===== config.mk =====
export PLATFORM = sky130hd
export DESIGN_NAME = osbm
export DESIGN_NICKNAME = d
export VERILOG_FILES = /design/src/rtl/router_pkg.sv /design/src/rtl/rr_pick.sv /design/src/rtl/osbm.sv
export SDC_FILE = /design/constraint.sdc
export NUM_CORES = 1
export LEC_CHECK = 0
export ABC_CLOCK_PERIOD_IN_PS = 3040
export CORE_MARGIN = 2
export CORE_UTILIZATION = 50
export DETAILED_ROUTE_END_ITERATION = 16
export GPL_TIMING_DRIVEN = 1
export PLACE_DENSITY = 0.87
export SLEW_MARGIN = 10
export SYNTH_ARGS = -nofsm -noshare
export SYNTH_HDL_FRONTEND = slang
export SYNTH_SLANG_ARGS = --single-unit

===== constraint.sdc =====
create_clock -name clk -period 3.04 [get_ports clk]
set_input_delay 0.912 -clock clk [delete_from_list [all_inputs] [get_ports clk]]
set_output_delay 0.912 -clock clk [all_outputs]
set_load 0.005 [all_outputs]

===== src/rtl/router_pkg.sv =====
// Shared router definitions: flit types, port count and the output arbiter state encoding.
package router_pkg;

    localparam int N_PORT = 4;

    localparam logic [1:0] PKT_HEAD = 2'b10;
    localparam logic [1:0] PKT_BODY = 2'b00;
    localparam logic [1:0] PKT_TAIL = 2'b11;
    localparam logic [1:0] PKT_SGL  = 2'b01;

    typedef enum logic [1:0] {
        ST_IDLE = 2'b00,
        ST_ACK  = 2'b01,
        ST_XFER = 2'b10
    } osbm_st_e;

    function automatic logic [N_PORT-1:0] onehot(input logic [1:0] idx);
        logic [N_PORT-1:0] one;
        one = {{(N_PORT-1){1'b0}}, 1'b1};
        return one << idx;
    endfunction

endpackage


===== src/rtl/rr_pick.sv =====
// Combinational round-robin chooser: first requester at or after ptr, wrapping mod N_PORT.
module rr_pick
    import router_pkg::*;
(
    input  logic [N_PORT-1:0] req,
    input  logic [1:0]        ptr,
    output logic [1:0]        gnt_idx,
    output logic              any
);

    logic [1:0] idx;

    // Walk offsets from farthest to nearest so the nearest set bit is the last write.
    always_comb begin
        gnt_idx = '0;
        idx     = '0;
        any     = |req;
        for (int k = N_PORT - 1; k >= 0; k--) begin
            idx = ptr + 2'(k);
            if (req[idx])
                gnt_idx = idx;
        end
    end

endmodule


===== src/rtl/osbm.sv =====
// Output-side switch arbiter: round-robin grant of one output port, flit write-through,
// release on tail/single flit or on an idle watchdog.
module osbm
    import router_pkg::*;
#(
    parameter int TMO_W = 8,
    parameter int TMO   = 255
) (
    input  logic              clk,
    input  logic              rst,
    input  logic [N_PORT-1:0] req,
    output logic [N_PORT-1:0] ack,
    output logic [1:0]        sel,
    output logic              busy,
    input  logic              fvld,
    input  logic [1:0]        pkti,
    output logic              we,
    output logic              err
);

    osbm_st_e         state;
    logic [1:0]       ptr;
    logic [TMO_W-1:0] cnt;

    logic [1:0] gidx;
    logic       gany;
    logic       last;
    logic       tmo_hit;

    rr_pick u_pick (
        .req     (req),
        .ptr     (ptr),
        .gnt_idx (gidx),
        .any     (gany)
    );

    assign last    = fvld && (pkti == PKT_TAIL || pkti == PKT_SGL);
    assign tmo_hit = !fvld && (cnt == TMO_W'(TMO - 1));

    // Gated by state so a mid-transfer reset drops the FIFO write immediately.
    assign we = (state == ST_XFER) && fvld;

    always_ff @(posedge clk or negedge rst) begin
        if (!rst) begin
            state <= ST_IDLE;
            ptr   <= '0;
            cnt   <= '0;
            ack   <= '0;
            sel   <= '0;
            busy  <= 1'b0;
            err   <= 1'b0;
        end else begin
            case (state)
                ST_IDLE: begin
                    ack  <= '0;
                    busy <= 1'b0;
                    if (gany) begin
                        sel   <= gidx;
                        ack   <= onehot(gidx);
                        busy  <= 1'b1;
                        state <= ST_ACK;
                    end
                end
                ST_ACK: begin
                    ack   <= '0;
                    cnt   <= '0;
                    state <= ST_XFER;
                end
                ST_XFER: begin
                    ack <= '0;
                    if (fvld) begin
                        cnt <= '0;
                        if (last) begin
                            state <= ST_IDLE;
                            busy  <= 1'b0;
                            ptr   <= sel + 2'd1;
                        end
                    end else if (tmo_hit) begin
                        state <= ST_IDLE;
                        busy  <= 1'b0;
                        ptr   <= sel + 2'd1;
                        err   <= 1'b1;
                    end else begin
                        cnt <= cnt + 1'b1;
                    end
                end
                default: begin
                    state <= ST_IDLE;
                    ack   <= '0;
                    busy  <= 1'b0;
                end
            endcase
        end
    end

endmodule


# [Word level (Yosys, flattened, before mapping)]
# Index checks and enable logic that the tools add are counted.
# Widths: inputs -> output; s select.
[totals] reg_bits=20 out_inout_bits=9
[op_classes] n_addsub=5 magnitude_cmp=4 eq_ne=10 shifts=1 n_mux=30 bitwise_logic=2 reduce_logical=15
[ops] op="$mux 2" count=11
[ops] op="$mux 8" count=2
[ops] op="$pmux 8 s2" count=1
[ops] op="$lt 2x3->1 const B" count=4
[ops] op="$reduce_and 3->1" count=4
[ops] op="$ne 3x3->1 const B" count=3
[ops] op="$add 8x1->8 const B" count=1
[ops] op="$bmux 1 s2" count=4
[ops] op="$eq 8x8->1 const B" count=1
[ops] op="$mux 1" count=8
[ops] op="$mux 4" count=2
[ops] op="$pmux 2 s3" count=1
[ops] op="$add 2x1->2 const B" count=2
[ops] op="$add 2x2->2 const B" count=2
[ops] op="$eq 2x1->1 const B" count=2
[ops] op="$eq 2x2->1 const B" count=2
[ops] op="$reduce_and 2->1" count=2
[ops] op="$reduce_bool 2->1" count=2
[ops] op="$reduce_or 4->1" count=1
[ops] op="$shl 1x2->4 const A" count=1
[ops] op="$logic_and 1x1->1" count=3
[ops] op="$pmux 1 s3" count=1
[ops] op="$logic_not 2->1" count=1
[ops] op="$ne 2x1->1 const B" count=1
[ops] op="4 further kinds" count=5

# [Logic depth before layout (Yosys ltp)]
# Gate-level depths: netlist of the first run.
[depth] ltp_word=10 ltp_mapped=6

# [By module]
# A second synthesis of the first run with hierarchy kept.
[hier_totals] hier_cells=96 hier_area_um2=1027.2
[modules_own_cells] mod="osbm" n_inst=1 cells_each=83 area_per_inst_um2=949.7 seq_area_each_um2=500.5
[modules_own_cells] mod="rr_pick" n_inst=1 cells_each=13 area_per_inst_um2=77.6 seq_area_each_um2=0.0

# [Worst setup path after synthesis of the first run]
# No wires, ideal clock.
[synth_timing] kind="input to output" startpoint="input port fvld" endpoint="output port we" arrival_time_ns=1.063 t_required_ns=2.128 slack_ns=1.065 stages=2 n_path_buf=0 cell_sequence="inv_1 nor2_1"
[synth_via] elab_chain_cells=1
[synth_lines] item="start, declared" line_no="osbm.sv:15" text="input logic fvld,"
[synth_lines] item="$logic_and 1x1->1" line_no="osbm.sv:41" text="assign we = (state == ST_XFER) && fvld;"
[synth_lines] item="end, declared" line_no="osbm.sv:17" text="output logic we,"
# Every way passes these cells.

# [Worst setup path in the final report of the first run]
# Ends and elaborated chain as after synthesis.

==> impl_summary.txt, run 1 <==
----------------------------------------------------
[Synthesis]
  Seq/Total Area, Yosys ... 47.90%
  Synth area leaders ... dfrtp_1, nand2_1, o21ai_0
  Net count after synthesis ... 111
  Top FF cell, synth ... dfrtp_1
  Number of synthesized register bits ... 20
  Number of flops mapped to enable cells by yosys ... 0
  Cell with the most instances after synthesis ... dfrtp_1
  Cell taking the most area after synthesis ... dfrtp_1
  Area share of the largest cell type after synthesis ... 47.90%
  Warning count from the yosys run ... 0
  Synthesized cell area ... 0.001045 sq mm
  Per-instance average area after synthesis ... 10.45 sq um
  Leading post-synthesis cells by instance count ... dfrtp_1, nand2_1, o21ai_0
  Number of distinct standard cells referenced by the synthesized netlist ... 35
  Synthesized instance count ... 100
  FFs w/ async S/R, synth ... 100.0%

[Floorplanning]
  Floorplan row count ... 16
  I/O pins ... 18
  Chip width ... 49.71 um
  Die Height ... 49.71 um
  Effective utilization at floorplan ... 53.25%
  Placeable core region ... 0.001962 sq mm
  Total Die Area ... 0.002471 sq mm

[Worst setup path]
  Reg2reg end ... busy
  Critical Path Sink Type ... primary output
  Maximum fanout encountered on the critical timing path ... 2
  Worst reg2reg setup slack ... 1.29 ns
  Required @ worst endpoint ... 2.13 ns
  Crit Path Category ... input pin to primary output
  CP startpoint kind ... input pin
  Startpoint of the worst-slack reg-to-reg timing path ... cnt[0]
  Data arrival, critical path ... 2.09 ns
  Worst R2R Path Depth ... 6

[Clocking]
  Worst-case clock buffer depth ... 2
  Number of clock sinks seen by CTS ... 20
  Clock slew seen by the registers of the worst setup and hold paths ... 0.11 ns
  Clock network latency to the later pin of the worst-skew pair ... 0.30 ns
  Deepest level of the CTS H-tree ... 1
  Number of hold buffers added after CTS ... 0
  Clock tree from TritonCTS ... done
  Total clock buffers created by CTS ... 3
  Clock root buffer ... clkbuf_4

[Timing]
  Setup violations, final ... 0
  Setup repair after global routing missed its margin ... false
  Hold Vio Cnt, Final ... 0
  Final min period ... 3.001 ns
  Relative slew margins ... 68.46%
  Least setup slack across all paths after layout ... 0.03908 ns
  Post-Route Setup TNS ... 0 ns
  Max-slew violation count ... 0
  Fin Clk Skew ... 0.002460 ns
  Worst Max-Slew Pin Slew ... 0.4714 ns
  Timing-limited maximum frequency ... 333.2 MHz
  Fraction of the cycle the final worst path needs ... 98.71%
  Worst hold slack after final layout ... 0.4688 ns

[Detailed routing]
  Routed WL per cell ... 14.27 um
  Via density per instance ... 5.520
  Detailed-route wire length ... 2112 um
  Number of vias in the routed layout ... 817
  Iteration-0 DRC Markers ... 14
  First drt pass iteration count ... 4
  Number of routed nets with antenna violations ... 0
  DRC ... 0

[GRT]
  GRT Overall Usage ... 19.86%
  Wire length of the first global-routing pass ... 3657 um
  Vias in the first global route ... 831
  Number of antenna violations at the first check in global routing ... 0
  Pin count of the biggest net entering global routing ... 21
  Congestion Overflow GR ... 0

[Power]
  Fraction of power spent switching nets ... 34.22%
  Sequential share of power ... 40.9%
  Leak pwr ... 0.5866 nW
  Cell internal power dissipation ... 0.6783 mW
  Fraction of power consumed by the clock network ... 21.0%
  Maximum VDD drop ... 0.6729 mV
  Sum of internal, switching and leakage power ... 1.031 mW
  P_sw ... 0.3529 mW
  Pwr/cell area ... 791.0 mW/mm^2
  Portion of total power attributed to combinational logic ... 38.0%

[Place]
  Worst-case setup slack after placement ... 0.01699 ns
  Placed cells ... 144
  Gpl congestion ... 0.8103
  Port buffer count ... 16
  Post-detailed-placement cell area ... 0.001249 sq mm
  Detailed placement HPWL ... 1583 um

[Layout]
  Finished layout cell area ... 0.001304 sq mm
  Area growth from synthesis to final layout ... 24.79%
  Fin nets ... 133
  FILL cells ... 158
  Fin util ... 66.45%
  Fraction of layout cells with a size suffix above 1 ... 11.57%
  Antenna cells ... 0
  Layout Cells excl Fill ... 148

[Status]
  Outcome ... finished clean

[Flow run]
  Max Cap Viol ... 0

[Min path]
  Hold worst-path end ... err
  Kind of path behind the tightest hold check ... register to register
  Worst hold stages ... 1
  Min-Delay Startpoint ... err

----------------------------------------------------
[power groups by stage]
stage	clock network, mW	logic (mW)	registers (mW)
CTS	0.221	0.396	0.420
detailed placement	0	0.395	0.423
global placement	0	0.378	0.417
finish	0.217	0.392	0.422
global route	0.230	0.443	0.432
floorplan	0	0.257	0.403
[cells in the final DEF, fill, tap and decap left out, types with 3 or more instances in the layout]
| master | netlist | routed |
|---|---|---|
| o21bai_1 | 3 | 3 |
| clkbuf_4 | 0 | 3 |
| nor2_1 | 5 | 4 |
| clkdlybuf4s50_1 | 0 | 16 |
| o21ai_0 | 6 | 6 |
| a21o_1 | 4 | 4 |
| nor3b_1 | 3 | 3 |
| nor3_1 | 3 | 3 |
| nand2_1 | 11 | 11 |
| inv_1 | 5 | 5 |
| dfrtp_1 | 20 | 20 |
| nor2b_1 | 3 | 3 |
| a21oi_1 | 5 | 5 |
| xor2_1 | 3 | 3 |
[kinds of logic (layout without fill, tap and decap cells)]
kind of cell             count (synthesis)  in the layout  share of synthesized area, %
AO/OA/AOI/OAI                           29             29                         21.08
XOR/XNOR                                 5              5                         4.192
adder cells (fa/ha/maj)                  2              2                         2.395
buffers and inverters                    6             27                         2.275
flip-flops                              20             20                         47.90
multiplexers                             1              1                         1.078
AND/OR/NAND/NOR                         37             37                         21.08
[registers in the layout, summed over array words and instances (netlist names)]
register	count
cnt	8
ack	4
ptr	2
sel	2
state	2
busy	1
err	1
[critical path, cell delays in order]
cell and delay [ns]:
clkdlybuf4s50_1 0.48, inv_1 0.08, nor2_2 0.12, clkdlybuf4s50_1 0.50
[per-layer routing]
metal	up-vias	part of all wire (%)	global-route usage, %
met5	-	0	0
met4	0	1.9	6.944
met3	7	4.5	6.061
met2	23	52	34.89
met1	381	42	22.64
li1	406	-	-
[what timing repair did]
item | 4_1_cts | 5_1_grt
setup buffers | 0 | 0
resized for setup | 0 | 1
setup endpoints to repair | 0 | 1
[how the worst max path moves through the flow]
stage	from	end	slack, ns
after global placement	fvld	we	0.09
after detailed placement	fvld	we	0.02
final	fvld	we	0.04
after global routing	fvld	we	0.003
after floorplan	fvld	we	1.06
after CTS	fvld	we	0.01
[cell type report]
| cell class | instances | area [sq um] | area share (%) |
|---|---|---|---|
| clock buffer | 3 | 22.52 | 1.727 |
| clock inverter | 1 | 30.03 | 2.303 |
| inverter | 5 | 18.77 | 1.440 |
| multi-input combinational | 74 | 523.0 | 40.12 |
| sequential | 20 | 500.5 | 38.39 |
| tap | 27 | 33.78 | 2.591 |
| timing repair buffer | 18 | 175.2 | 13.44 |
(Power assumes the default switching activity.)
==> run 2: changes to the inputs <==
--- a/config.mk
+++ b/config.mk
@@ -6,6 +6,7 @@
 export NUM_CORES = 1
 export LEC_CHECK = 0
 export ABC_CLOCK_PERIOD_IN_PS = 3040
+export CAP_MARGIN = 15
 export CORE_MARGIN = 2
 export CORE_UTILIZATION = 50
 export DETAILED_ROUTE_END_ITERATION = 16
==> results of run 2 <==
The final DEF is identical to that of run 1; final timing and power are the same.
